### config.mk
export PLATFORM = sky130hd
export DESIGN_NAME = rls_sequencer
export DESIGN_NICKNAME = d
export VERILOG_FILES = /design/src/rtl/rls_sequencer.sv
export SDC_FILE = /design/constraint.sdc
export NUM_CORES = 1
export LEC_CHECK = 0
export CAP_MARGIN = 20
export CORE_MARGIN = 4
export CORE_UTILIZATION = 43
export CTS_CLUSTER_DIAMETER = 40
export CTS_CLUSTER_SIZE = 14
export DETAILED_ROUTE_END_ITERATION = 8
export PLACE_DENSITY = 0.78
export SETUP_SLACK_MARGIN = 0.02
export SYNTH_ARGS = -nofsm -noshare
export SYNTH_HDL_FRONTEND = slang
export SYNTH_SLANG_ARGS = --single-unit
### constraint.sdc
create_clock -name clk -period 1.8 [get_ports clk]
set_input_delay 0.36 -clock clk [delete_from_list [all_inputs] [get_ports clk]]
set_output_delay 0.36 -clock clk [all_outputs]
set_load 0.005 [all_outputs]
### src/rtl/rls_sequencer.sv
// Control sequencer for the RLS datapath: load pulse, select settle window,
// shift window, then capture of the datapath's s output.
module rls_sequencer #(
    parameter int WIDTH         = 32,
    parameter int SETTLE_CYCLES = 9,
    parameter int SHIFT_CYCLES  = 32
) (
    input  logic             clk,
    input  logic             reset,
    input  logic             start,
    input  logic [WIDTH-1:0] s_in,
    output logic             load,
    output logic             seleccion,
    output logic             en1,
    output logic             shift,
    output logic             busy,
    output logic             done,
    output logic [WIDTH-1:0] result,
    output logic             result_valid
);

    localparam int MAX_CYCLES = (SETTLE_CYCLES > SHIFT_CYCLES) ? SETTLE_CYCLES : SHIFT_CYCLES;
    localparam int CNT_W      = (MAX_CYCLES < 1) ? 1 : $clog2(MAX_CYCLES + 1);

    // The counter runs N-1 down to 0, so a window of N cycles loads N-1.
    localparam logic [CNT_W-1:0] SETTLE_LOAD = CNT_W'((SETTLE_CYCLES > 0) ? SETTLE_CYCLES - 1 : 0);
    localparam logic [CNT_W-1:0] SHIFT_LOAD  = CNT_W'((SHIFT_CYCLES > 0) ? SHIFT_CYCLES - 1 : 0);

    typedef enum logic [2:0] {
        ST_IDLE,
        ST_LOAD,
        ST_GAP,
        ST_SETTLE,
        ST_SHIFT,
        ST_CAPTURE
    } state_t;

    state_t           state;
    logic [CNT_W-1:0] cnt;

    // Outputs are set on the edge that enters a state, so each strobe is
    // aligned exactly with the state it belongs to.
    always_ff @(posedge clk) begin
        if (reset) begin
            state        <= ST_IDLE;
            cnt          <= '0;
            load         <= 1'b0;
            seleccion    <= 1'b0;
            en1          <= 1'b0;
            shift        <= 1'b0;
            busy         <= 1'b0;
            done         <= 1'b0;
            result       <= '0;
            result_valid <= 1'b0;
        end else begin
            load <= 1'b0;
            done <= 1'b0;
            case (state)
                ST_IDLE: begin
                    if (start) begin
                        state        <= ST_LOAD;
                        cnt          <= '0;
                        load         <= 1'b1;
                        busy         <= 1'b1;
                        result_valid <= 1'b0;
                    end
                end
                ST_LOAD: begin
                    state <= ST_GAP;
                    cnt   <= '0;
                end
                ST_GAP: begin
                    seleccion <= 1'b1;
                    if (SETTLE_CYCLES == 0) begin
                        state <= ST_SHIFT;
                        cnt   <= SHIFT_LOAD;
                        en1   <= 1'b1;
                        shift <= 1'b1;
                    end else begin
                        state <= ST_SETTLE;
                        cnt   <= SETTLE_LOAD;
                    end
                end
                ST_SETTLE: begin
                    if (cnt == '0) begin
                        state <= ST_SHIFT;
                        cnt   <= SHIFT_LOAD;
                        en1   <= 1'b1;
                        shift <= 1'b1;
                    end else begin
                        cnt <= cnt - CNT_W'(1);
                    end
                end
                ST_SHIFT: begin
                    if (cnt == '0) begin
                        // s_in is taken on the edge that closes the last shift cycle.
                        state        <= ST_CAPTURE;
                        cnt          <= '0;
                        en1          <= 1'b0;
                        shift        <= 1'b0;
                        result       <= s_in;
                        result_valid <= 1'b1;
                        done         <= 1'b1;
                    end else begin
                        cnt <= cnt - CNT_W'(1);
                    end
                end
                ST_CAPTURE: begin
                    state     <= ST_IDLE;
                    cnt       <= '0;
                    seleccion <= 1'b0;
                    busy      <= 1'b0;
                end
                default: begin
                    state     <= ST_IDLE;
                    cnt       <= '0;
                    seleccion <= 1'b0;
                    en1       <= 1'b0;
                    shift     <= 1'b0;
                    busy      <= 1'b0;
                end
            endcase
        end
    end

endmodule

Word-level counts from Yosys, hierarchy flattened

Index checks and enable logic that the tools add are counted.
Widths: inputs -> output; s select.

Register bits: 47
Latch bits: 0
Bits in writable memories: 0
Memory bits (read-only): 0
Output and inout bits: 39
Logic and storage cells: 53
Memories kept: 0

Add/sub/neg operators: 1
Multiply operators: 0
Divide/modulo/power cells: 0
Magnitude comparators: 0
Equality and inequality tests: 8
Shift operators: 0
Muxes and demuxes: 18
Bitwise gates (word level): 4
Reduce and logical (&&, ||, !) cells: 13

Operators with widths:

| operator            | number |
|---|---|
| $pmux 6 s4          | 1 |
| $mux 6              | 3 |
| $pmux 3 s5          | 1 |
| $reduce_or 4->1     | 3 |
| $mux 3              | 3 |
| $reduce_and 3->1    | 3 |
| $eq 3x2->1 const B  | 2 |
| $eq 3x3->1 const B  | 2 |
| $logic_not 6->1     | 1 |
| $mux 1              | 6 |
| $ne 2x2->1 const B  | 3 |
| $pmux 1 s2          | 3 |
| $sub 6x1->6 const B | 1 |
| $not 1->1           | 4 |
| $reduce_and 2->1    | 2 |
| $reduce_or 2->1     | 2 |
| $eq 3x1->1 const B  | 1 |
| $logic_not 3->1     | 1 |
| $pmux 1 s3          | 1 |
| $reduce_bool 2->1   | 1 |

Logic depth before layout (Yosys ltp)

Depth after elaboration: 4
Mapped depth: 8

Least setup slack after synthesis

No wires, ideal clock.

Path kind: register to register
From: register cnt[0]
To: register result[24]
Arrival: 1.458 ns
Path slack: 0.207 ns
Cell stages (with the launch flop): 8
Path buffers: 1
Clock period less this slack: 1.593 ns
Cells stage by stage: dfxtp_1 > inv_1 > ha_1 > nor2b_1 > nand4_1 > clkbuf_1 > nand2_1 > a21oi_2

Cells in the longest elaborated chain, start to end: 2

RTL lines:

| element                           | RTL line | text |
|---|---|---|
| start, declared                   | 39       | `logic [CNT_W-1:0] cnt;` |
| start signal, assigned            | 91       | `cnt <= cnt - CNT_W'(1);` |
| start signal, assigned            | 105      | `cnt <= cnt - CNT_W'(1);` |
| $logic_not 6->1                   | 95       | `if (cnt == '0) begin` |
| $reduce_and 2->1 (no source line) | n/a      |  |
| end signal, assigned              | 101      | `result <= s_in;` |
| end, declared                     | 18       | `output logic [WIDTH-1:0] result,` |

No other way between the ends.
A chain may end at the register's enable or synchronous reset.

Worst setup path after layout

From: register cnt[1]
To: register result[14]

Same word-level chain as after synthesis.

==> flow_summary_export.csv <==
group,metric,value,unit
global_route,grt_max_degree,34,
floorplanning,core,4384,µm²
timing,worst_pin_slew,0.3996,ns
finish,drive_above_1_share,10.49,%
worst_setup_path,required,2.03,ns
hold_path,hold_class,"in -> reg",
timing,slew_headroom,73.11,%
finish,syn_to_final_growth,42.97,%
clock_tree,cts-root-buf,"clkbuf_8",
drt,post_drt_wl_per_cell,13.05,µm
pwr,ir_worst_vdd,0.4054,mV
timing,rsz0062_at_grt,"false",
timing,setup_violations,0,
timing,fin_tns_setup,0,ns
worst_setup_path,crit_arrival,1.88,ns
synth,netlist_instances,231,
worst_setup_path,cp-end-kind,"flop",
synth,synth-seq-cells,47,
timing,finalCriticalPeriod,1.654,ns
place,place_inst,350,
drt,wl,4.658,mm
timing,fin_worst_skew,0.001666,ns
finish,num_antenna_cells,0,
synth,yosys_warnings,0,
global_route,grt_antenna_before_repair,0,
pwr,power.density,851.6,nW/µm²
synth,synth_edf_count,0,
synth,synth_area,1948,µm²
worst_setup_path,cp_max_fo,15,
clock_tree,post_cts_buffers,0,
global_route,grt_overflow,0,
floorplanning,ios,74,
floorplanning,die_area,5672,µm²
drt,first_iter_violations,73,
global_route,first_global_vias,1619,
place,placed_area,2695,µm²
timing,hold_viol,0,
clock_tree,cts.sinks,47,
drt,avgViaCountPerCell,5.042,
drt,drc_errors,0,
finish,layout.nets,341,
worst_setup_path,critical_path_class,"reg -> reg",
finish,fin_cells,357,
synth,synth_nets,267,
finish,nFillCells,412,
place,port_buffers,73,
clock_tree,cts_tree,"done",
pwr,leakagePower,0.9539,nW
worst_setup_path,critical_path.max_stage_delay,0.34,ns
timing,drv_slew,0,
synth,synth_cell_types,42,
clock_tree,h-tree-depth,2,
floorplanning,fp.dieW,75.31,µm
timing,fmax,604.6,MHz
clock_tree,clkTransAtPathRegs,0.08,ns
clock_tree,cts_made_buffers,5,
floorplanning,fp-row-count,24,
floorplanning,initial_core_util,44.43,%
finish,design_area,2785,µm²
worst_setup_path,cp_slowest_cell,"dfxtp_1",
clock_tree,cts.path.max_buffers,2,
synth,syn_area_per_cell,8.433,µm²
timing,min_period_over_period,91.88,%
worst_setup_path,path_cells,"inv_1, ha_1, nor2b_2, and4_1, buf_4, nand2_1, a21oi_1",
synth,synthArstFlopShare,0,%
timing,whs,0.3747,ns
worst_setup_path,start_kind,"flop",
global_route,grt_use_total,16.55,%
global_route,grt_pass1_wl,7.224,mm
run,maxCapViolCount,0,
status,status,"finished clean",
clock_tree,clock_latency,0.29,ns
synth,synthFlopType,"dfxtp_1",
drt,postRouteAntennaNets,0,
synth,yosysSeqAreaShare,48.30,%
drt,firstDrtPassIters,4,
floorplanning,die_y,75.31,µm
place,place_congestion,0.8453,
drt,num_vias,1800,
place,dp_hpwl,3.347,mm
## worst paths after layout
check / endpoint / slack, ns / startpoint / cells past startpoint
hold reg to reg: result[30] / 0.46 / result[30] / 2
setup reg to reg: result[14] / 0.15 / cnt[1] / 7
setup / recovery: result[14] / 0.15 / cnt[1] / 7
hold / removal: result_valid / 0.37 / reset / 2
## kinds of logic after synthesis
logic type / count (synthesis) / synth area share, %
flops: 47 / 48.30
fa+ha+maj: 1 / 0.6422
xor+xnor: 3 / 1.349
compound gates: 55 / 17.41
simple gates: 103 / 24.09
buf+inv: 21 / 7.707
mux: 1 / 0.5138
## power by group
group / internal (mW) / total [mW] / switching, mW
Clock: 0.302 / 0.626 / 0.325
Combinational: 0.304 / 0.575 / 0.271
Sequential: 1.10 / 1.17 / 0.0718
Total: 1.70 / 2.37 / 0.667
## area by class of cell
class                      instances  area (µm²)  area share, %
sequential                        47       940.9          33.78
multi-input combinational        163       859.6          30.86
timing repair buffer              83       813.3          29.20
clock buffer                       6       82.58          2.965
tap                               52       65.06          2.336
inverter                           5       18.77         0.6739
clock inverter                     1       5.005         0.1797
## routing by layer
metal,global-route usage (%),vias to the layer above,wire (µm)
met1,19.84,821,1913
met2,27.04,55,2293
li1,-,915,-
met5,0,-,0
met3,4.881,9,348
met4,8.155,0,103
## cells in the final DEF, fill, tap and decap left out, drive strengths merged, types with 2 or more instances in the layout
cell | Yosys | final
clkdlybuf4s50 | 0 | 72
xnor2 | 2 | 2
o32ai | 2 | 2
nor2b | 3 | 3
dfxtp | 47 | 47
nand2b | 2 | 2
clkbuf | 5 | 6
nand2 | 71 | 71
buf | 11 | 11
nor2 | 7 | 7
a21oi | 43 | 43
a31oi | 2 | 2
nor3 | 7 | 7
inv | 5 | 5
a2bb2oi | 2 | 2
o21ai | 2 | 2
## sequential cells by signal, indices dropped and copies added, names as in the netlist
register,count
result,32
cnt,6
state,3
busy,1
done,1
load,1
result_valid,1
seleccion,1
shift,1
## worst max-delay path: cells and delay by family (launching register included)
kind / cells / cell delay [ns]
AND/OR/NAND/NOR: 3 / 0.59
flip-flops: 1 / 0.34
buffers and inverters: 2 / 0.32
adder cells (fa/ha/maj): 1 / 0.21
AO/OA/AOI/OAI: 1 / 0.12
## synth_stat cells (all sizes together), types with 2 or more instances
library cell  instances  area (µm²)
nand2                71       266.5
dfxtp                47       940.9
a21oi                43       249.0
buf                  11       112.6
nor2                  7       28.78
nor3                  7       46.30
clkbuf                5       18.77
inv                   5       18.77
nor2b                 3       18.77
a2bb2oi               2       17.52
a31oi                 2       12.51
nand2b                2       12.51
o21ai                 2       10.01
o32ai                 2       17.52
xnor2                 2       17.52
## metrics by stage
step	util, %	worst slack (ns)	power, mW
after CTS	63.47	0.1214	2.390
after global routing	63.53	0.004615	2.490
after floorplan	-	0.2073	1.537
after global placement	61.47	0.1645	1.753
after detailed placement	61.47	0.1126	1.761
final	63.53	0.1461	2.372
## timing repair
action | in CTS | in global routing
setup endpoints to repair | 0 | 14
resized for setup | 0 | 2
hold buffers | 0 | 0
(Power assumes the default switching activity.)
